$ cat config.mk
export PLATFORM = sky130hd
export DESIGN_NAME = forward_ctrl
export DESIGN_NICKNAME = d
export VERILOG_FILES = /design/src/rtl/pipe_pkg.sv /design/src/rtl/fwd_select.sv /design/src/rtl/forward_ctrl.sv
export SDC_FILE = /design/constraint.sdc
export NUM_CORES = 1
export LEC_CHECK = 0
export CAP_MARGIN = 20
export CORE_AREA = 2 2 70 72
export CTS_CLUSTER_SIZE = 28
export DETAILED_ROUTE_END_ITERATION = 8
export DIE_AREA = 0 0 72 74
export PLACE_DENSITY = 0.79
export SLEW_MARGIN = 20
export SYNTH_ARGS = -nofsm -noshare
export SYNTH_HDL_FRONTEND = slang
export SYNTH_HIERARCHICAL = 1
export SYNTH_SLANG_ARGS = --single-unit
export TNS_END_PERCENT = 5
$ cat constraint.sdc
create_clock -name clk -period 4.4 [get_ports clk]
set_input_delay 1.1 -clock clk [delete_from_list [all_inputs] [get_ports clk]]
set_output_delay 1.1 -clock clk [all_outputs]
set_load 0.02 [all_outputs]
$ cat src/rtl/pipe_pkg.sv
// Shared pipeline definitions: forwarding select codes, zero-register index, hazard tag slots.
// Latency: n/a (types and constants only).
// Backpressure: n/a.
package pipe_pkg;

    // ALU operand select codes, shared with the execute stage mux.
    localparam logic [1:0] FWD_RF    = 2'b00;
    localparam logic [1:0] FWD_EXMEM = 2'b10;
    localparam logic [1:0] FWD_WB    = 2'b01;

    // X31 reads as zero, so it never produces a value worth forwarding.
    localparam logic [4:0] XZR = 5'd31;

    typedef struct packed {
        logic       v;
        logic [4:0] rs1;
        logic [4:0] rs2;
        logic [4:0] rd;
        logic       rw;
        logic       mr;
    } ex_tag_t;

    typedef struct packed {
        logic       v;
        logic [4:0] rd;
        logic       rw;
        logic       mr;
    } mem_tag_t;

    typedef struct packed {
        logic       v;
        logic [4:0] rd;
        logic       rw;
    } wb_tag_t;

endpackage

$ cat src/rtl/fwd_select.sv
// Operand forwarding select for one ALU source: picks EX/MEM, write-back or register file.
// Latency: purely combinational.
// Backpressure: none; evaluated every cycle.
// Ports: src (source register of the EX instruction), mem_* (MEM slot tag), wb_* (WB slot tag),
//        sel (2-bit operand select).
module fwd_select
    import pipe_pkg::FWD_RF;
    import pipe_pkg::FWD_EXMEM;
    import pipe_pkg::FWD_WB;
#(
    parameter logic [4:0] XZR = pipe_pkg::XZR
) (
    input  logic [4:0] src,
    input  logic       mem_v,
    input  logic       mem_rw,
    input  logic [4:0] mem_rd,
    input  logic       wb_v,
    input  logic       wb_rw,
    input  logic [4:0] wb_rd,
    output logic [1:0] sel
);

    logic mem_hit;
    logic wb_hit;

    assign mem_hit = mem_v & mem_rw & (mem_rd != XZR) & (mem_rd == src);
    assign wb_hit  = wb_v  & wb_rw  & (wb_rd  != XZR) & (wb_rd  == src);

    // MEM holds the younger producer, so its value wins over WB.
    always_comb begin
        sel = FWD_RF;
        if (mem_hit) begin
            sel = FWD_EXMEM;
        end else if (wb_hit) begin
            sel = FWD_WB;
        end
    end

endmodule

$ cat src/rtl/forward_ctrl.sv
// Forwarding and load-use hazard control: tracks dest tags through EX/MEM/WB, drives operand selects and stall.
// Latency: tags advance one stage per cycle; forwardA/B, stall are combinational in the current cycle.
// Backpressure: stall holds PC and IF/ID and puts a bubble in EX; flush squashes ID/EX and overrides stall.
// Ports: clk, reset_n (async active-low); id_* describe the instruction in ID; flush squashes it;
//        forwardA/forwardB are ALU operand selects; stall is the load-use hold; stall_count counts stall cycles.
module forward_ctrl
    import pipe_pkg::ex_tag_t;
    import pipe_pkg::mem_tag_t;
    import pipe_pkg::wb_tag_t;
    import pipe_pkg::FWD_RF;
    import pipe_pkg::FWD_EXMEM;
#(
    parameter logic [4:0]  XZR   = pipe_pkg::XZR,
    parameter int unsigned CNT_W = 16
) (
    input  logic             clk,
    input  logic             reset_n,
    input  logic             id_valid,
    input  logic [4:0]       id_rs1,
    input  logic [4:0]       id_rs2,
    input  logic [4:0]       id_rd,
    input  logic             id_reg_write,
    input  logic             id_mem_read,
    input  logic             flush,
    output logic [1:0]       forwardA,
    output logic [1:0]       forwardB,
    output logic             stall,
    output logic [CNT_W-1:0] stall_count
);

    ex_tag_t  ex_q;
    mem_tag_t mem_q;
    wb_tag_t  wb_q;

    logic [1:0] sel_a;
    logic [1:0] sel_b;
    logic       load_in_ex;
    logic       id_uses_load;

    // A load still in EX has no data yet; a dependent ID instruction must wait one cycle.
    assign load_in_ex   = ex_q.v & ex_q.rw & ex_q.mr & (ex_q.rd != XZR);
    assign id_uses_load = (ex_q.rd == id_rs1) | (ex_q.rd == id_rs2);
    assign stall        = ~flush & id_valid & load_in_ex & id_uses_load;

    // Tag pipeline. Only EX can take a bubble; MEM and WB always advance.
    // EX payload fields are loaded even for bubbles: v alone decides whether they count.
    always_ff @(posedge clk or negedge reset_n) begin
        if (!reset_n) begin
            ex_q  <= '0;
            mem_q <= '0;
            wb_q  <= '0;
        end else begin
            ex_q.v   <= id_valid & ~stall & ~flush;
            ex_q.rs1 <= id_rs1;
            ex_q.rs2 <= id_rs2;
            ex_q.rd  <= id_rd;
            ex_q.rw  <= id_reg_write;
            ex_q.mr  <= id_mem_read;
            mem_q    <= '{v: ex_q.v, rd: ex_q.rd, rw: ex_q.rw, mr: ex_q.mr};
            wb_q     <= '{v: mem_q.v, rd: mem_q.rd, rw: mem_q.rw};
        end
    end

    fwd_select #(.XZR(XZR)) u_sel_a (
        .src    (ex_q.rs1),
        .mem_v  (mem_q.v),
        .mem_rw (mem_q.rw),
        .mem_rd (mem_q.rd),
        .wb_v   (wb_q.v),
        .wb_rw  (wb_q.rw),
        .wb_rd  (wb_q.rd),
        .sel    (sel_a)
    );

    fwd_select #(.XZR(XZR)) u_sel_b (
        .src    (ex_q.rs2),
        .mem_v  (mem_q.v),
        .mem_rw (mem_q.rw),
        .mem_rd (mem_q.rd),
        .wb_v   (wb_q.v),
        .wb_rw  (wb_q.rw),
        .wb_rd  (wb_q.rd),
        .sel    (sel_b)
    );

    // A bubble in EX has stale source fields; never let them steer the mux.
    assign forwardA = ex_q.v ? sel_a : FWD_RF;
    assign forwardB = ex_q.v ? sel_b : FWD_RF;

    always_ff @(posedge clk or negedge reset_n) begin
        if (!reset_n) begin
            stall_count <= '0;
        end else if (stall && (stall_count != {CNT_W{1'b1}})) begin
            stall_count <= stall_count + CNT_W'(1);
        end
    end

    // The load-use stall keeps a load in MEM from ever being the EX/MEM forwarding source.
    always_ff @(posedge clk) begin
        if (reset_n) begin
            assert (!(mem_q.v && mem_q.mr &&
                      ((forwardA == FWD_EXMEM) || (forwardB == FWD_EXMEM))));
        end
    end

endmodule

==> flow_summary.json <==
{
  "ir_worst_vdd_v": 0.000251,
  "pwr-share-clk": 0.358,
  "worstSkewPairLatency_ns": 0.30,
  "synthMuxAreaShare": 0.0176,
  "combPwrFrac": 0.084,
  "place_ws_ns": 0.430,
  "fmax_mhz": 252,
  "hold_viol_final": 0,
  "yosysTopAreaCell": "dfrtp_1",
  "yosysTopAreaCellShare": 0.562,
  "cts_htree_levels": 2,
  "overflow": 0,
  "drtIter0Drc": 45,
  "grt_pass1_vias": 1467,
  "cap_violations": 0,
  "coreArea_sq_um": 4600,
  "worstMarginPinSlew_ns": 0.563,
  "rsz0062_at_grt": "no",
  "cts_hold_buf": 0,
  "cpMostUsedCell": "clkdlybuf4s50_1",
  "fin_crit_sh": 0.903,
  "drc_errors": 0,
  "path_class": "in2out",
  "r2r_cells": 6,
  "post_cts_buffers": 0,
  "crit_path_start": "id_rs1[0]",
  "drt_wl_total_microns": 3940,
  "p_int_w": 0.000664,
  "r2r_start": "stall_count[0]",
  "post_cts_resized": 0,
  "syn_inst": 178,
  "grtUsageTotal": 0.166,
  "via_count": 1475,
  "grt_max_degree": 49,
  "p_leak_nw": 1.05,
  "synth_cell_types": 31,
  "place_congestion": 0.867,
  "powerDensity_nw_per_um2": 315,
  "required_ns": 3.30,
  "yosys.area_share.simple": 0.173,
  "setup_tns_ns": 0,
  "vias_per_cell": 5.29,
  "root_buffer": "clkbuf_8",
  "avgSynthCellArea_sq_um": 12.0,
  "numCtsBuffers": 5,
  "drt_pre_antenna_iters": 4,
  "ant_nets": 0,
  "ys_ff_latch": 48,
  "syn_area_sq_um": 2140,
  "cpPeakStageDelay_ns": 0.64,
  "finClkSkew_ns": 0.0129,
  "grt_pass1_wl_microns": 6760,
  "worstHoldPathType": "reg2reg",
  "synth_adder_area_share": 0.00585,
  "synthXorXnorAreaFrac": 0.156,
  "setup_viol": 0,
  "fp.dieH_microns": 74,
  "drv_slew": 0,
  "ys_warn_count": 6,
  "worstPathArrival_ns": 2.87,
  "die_w_microns": 72,
  "dieArea_sq_um": 5330,
  "critPathLaunchType": "input pin",
  "cts_tree": "built",
  "relSlewSlack": 0.625,
  "crit_slowest_cell": "clkdlybuf4s50_1",
  "min_from": "ex_q[1]",
  "seqPwrFrac": 0.558,
  "ioPinCount": 42,
  "antenna_cells": 0,
  "synth_area_leaders": "dfrtp_1 (56%), xnor2_1 (16%), nand4_1 (3.8%)",
  "fin_ws_ns": 0.428,
  "start_util": 0.465,
  "avgRoutedWirePerCell_microns": 14.1,
  "cp-end-kind": "output pin",
  "regToRegEndpoint": "stall_count[1]",
  "worstPathCellList": "clkdlybuf4s50_1 > xnor2_1 > nand3_1 > o22ai_4 > nor2b_1 > clkdlybuf4s50_1",
  "power.net_switching_w": 0.000187,
  "finalNetCount": 246,
  "rrSetupSlack_ns": 2.56,
  "clock-sinks": 48,
  "dp_cells": 271,
  "clock_path_buffers": 2,
  "grt_antenna_before_repair": 0,
  "path_clk_slew_ns": 0.09,
  "numPortBuffers": 41,
  "row_count": 25,
  "p_sw_frac": 0.220,
  "syn_nets": 200,
  "setup.worst_path.end": "stall",
  "synth_top_family_by_area": "simple AND/OR/NAND/NOR gates",
  "synth_compound_area_frac": 0.0697,
  "fin_crit_ns": 3.97,
  "ys_seq_area_frac": 0.562,
  "total_power_w": 0.000851,
  "drive_above_1_share": 0.0800,
  "syn_to_final_growth_pct": 26.4,
  "status": "finished clean",
  "crit_fanout": 2,
  "instances_no_fill": 279,
  "dpl.hpwl_microns": 3010
}
synthesized netlist by cell type, drive strengths merged:
library cell	instances
a211oi	2
a21oi	7
a31oi	1
and2	6
and3	3
and4b	1
buf	3
dfrtp	48
ha	1
inv	2
mux2	3
nand2	15
nand3	16
nand3b	1
nand4	13
nor2	4
nor2b	2
nor3	2
nor3b	1
nor4	3
o2111ai	2
o211ai	1
o21a	1
o21ai	1
o22ai	1
xnor2	38
placed cells by master, fill, tap and decap left out, types with 2 or more instances in the layout:
master           instances
dfrtp_1                 48
clkdlybuf4s50_1         40
xnor2_1                 38
nand3_1                 16
nand2_1                 14
nand4_1                 13
and2_1                   6
a21oi_1                  6
clkbuf_8                 5
nor2_1                   4
and3_1                   3
nor2b_1                  2
nor3_1                   2
mux2_1                   2
buf_4                    2
inv_1                    2
o2111ai_1                2
a211oi_2                 2
nor4_2                   2
area by class of cell:
cell class              count  area, sq um
multi-input cells         125          902
clock inverters             2         35.0
repair buffers             42          415
inverters                   2         7.51
flip-flops and latches     48         1200
clock buffers               6         72.6
well taps                  54         67.6
fillers                   387         1900
kinds of logic after synthesis:
family,Yosys count
multiplexers,3
buffers and inverters,5
XOR/XNOR,38
AND/OR/NAND/NOR,67
flip-flops,48
AO/OA/AOI/OAI,16
adder cells (fa/ha/maj),1
power by group through the flow:
stage	Sequential [W]	Combinational (W)	Clock, W
floorplan	0.000480	0.0000371	0
finish	0.000475	0.0000715	0.000304
detailed placement	0.000484	0.0000722	0
global route	0.000478	0.0000794	0.000325
global placement	0.000483	0.0000707	0
CTS	0.000475	0.0000725	0.000309
worst min path at each step:
stage | slack (ns) | to | depth (start not counted)
2_1_floorplan | 0.35 | mem_q[1] | 0
3_3_place_gp | 0.37 | mem_q[1] | 0
3_5_place_dp | 0.36 | mem_q[1] | 0
4_1_cts | 0.38 | mem_q[1] | 0
5_1_grt | 0.41 | mem_q[1] | 0
6_report | 0.38 | mem_q[1] | 0
stage by stage:
stage / utilization / hold slack, ns / instance area (sq um)
CTS: 0.587 / 0.385 / 2700
floorplan: - / 0.347 / 2140
finish: 0.587 / 0.384 / 2700
detailed placement: 0.564 / 0.365 / 2590
global placement: 0.564 / 0.365 / 2590
global route: 0.587 / 0.406 / 2700
flip-flops by register name (all words and copies together), names as in the netlist:
| signal | count |
|---|---|
| stall_count | 16 |
| ex_q | 18 |
| mem_q | 7 |
| wb_q | 7 |
worst max-delay path: cells and delay by family:
family	cells	cell delay (ns)
AO/OA/AOI/OAI	1	0.19
XOR/XNOR	1	0.12
AND/OR/NAND/NOR	2	0.32
buffers and inverters	2	1.14
routing by layer:
metal | up-vias | share of wire | global-route usage
met3 | 5 | 0.039 | 0.0339
met1 | 726 | 0.45 | 0.220
li1 | 718 | - | -
met5 | - | 0 | 0
met4 | 0 | 0.016 | 0.0629
met2 | 26 | 0.50 | 0.275
Note: power is estimated with default switching activity, not from simulation.
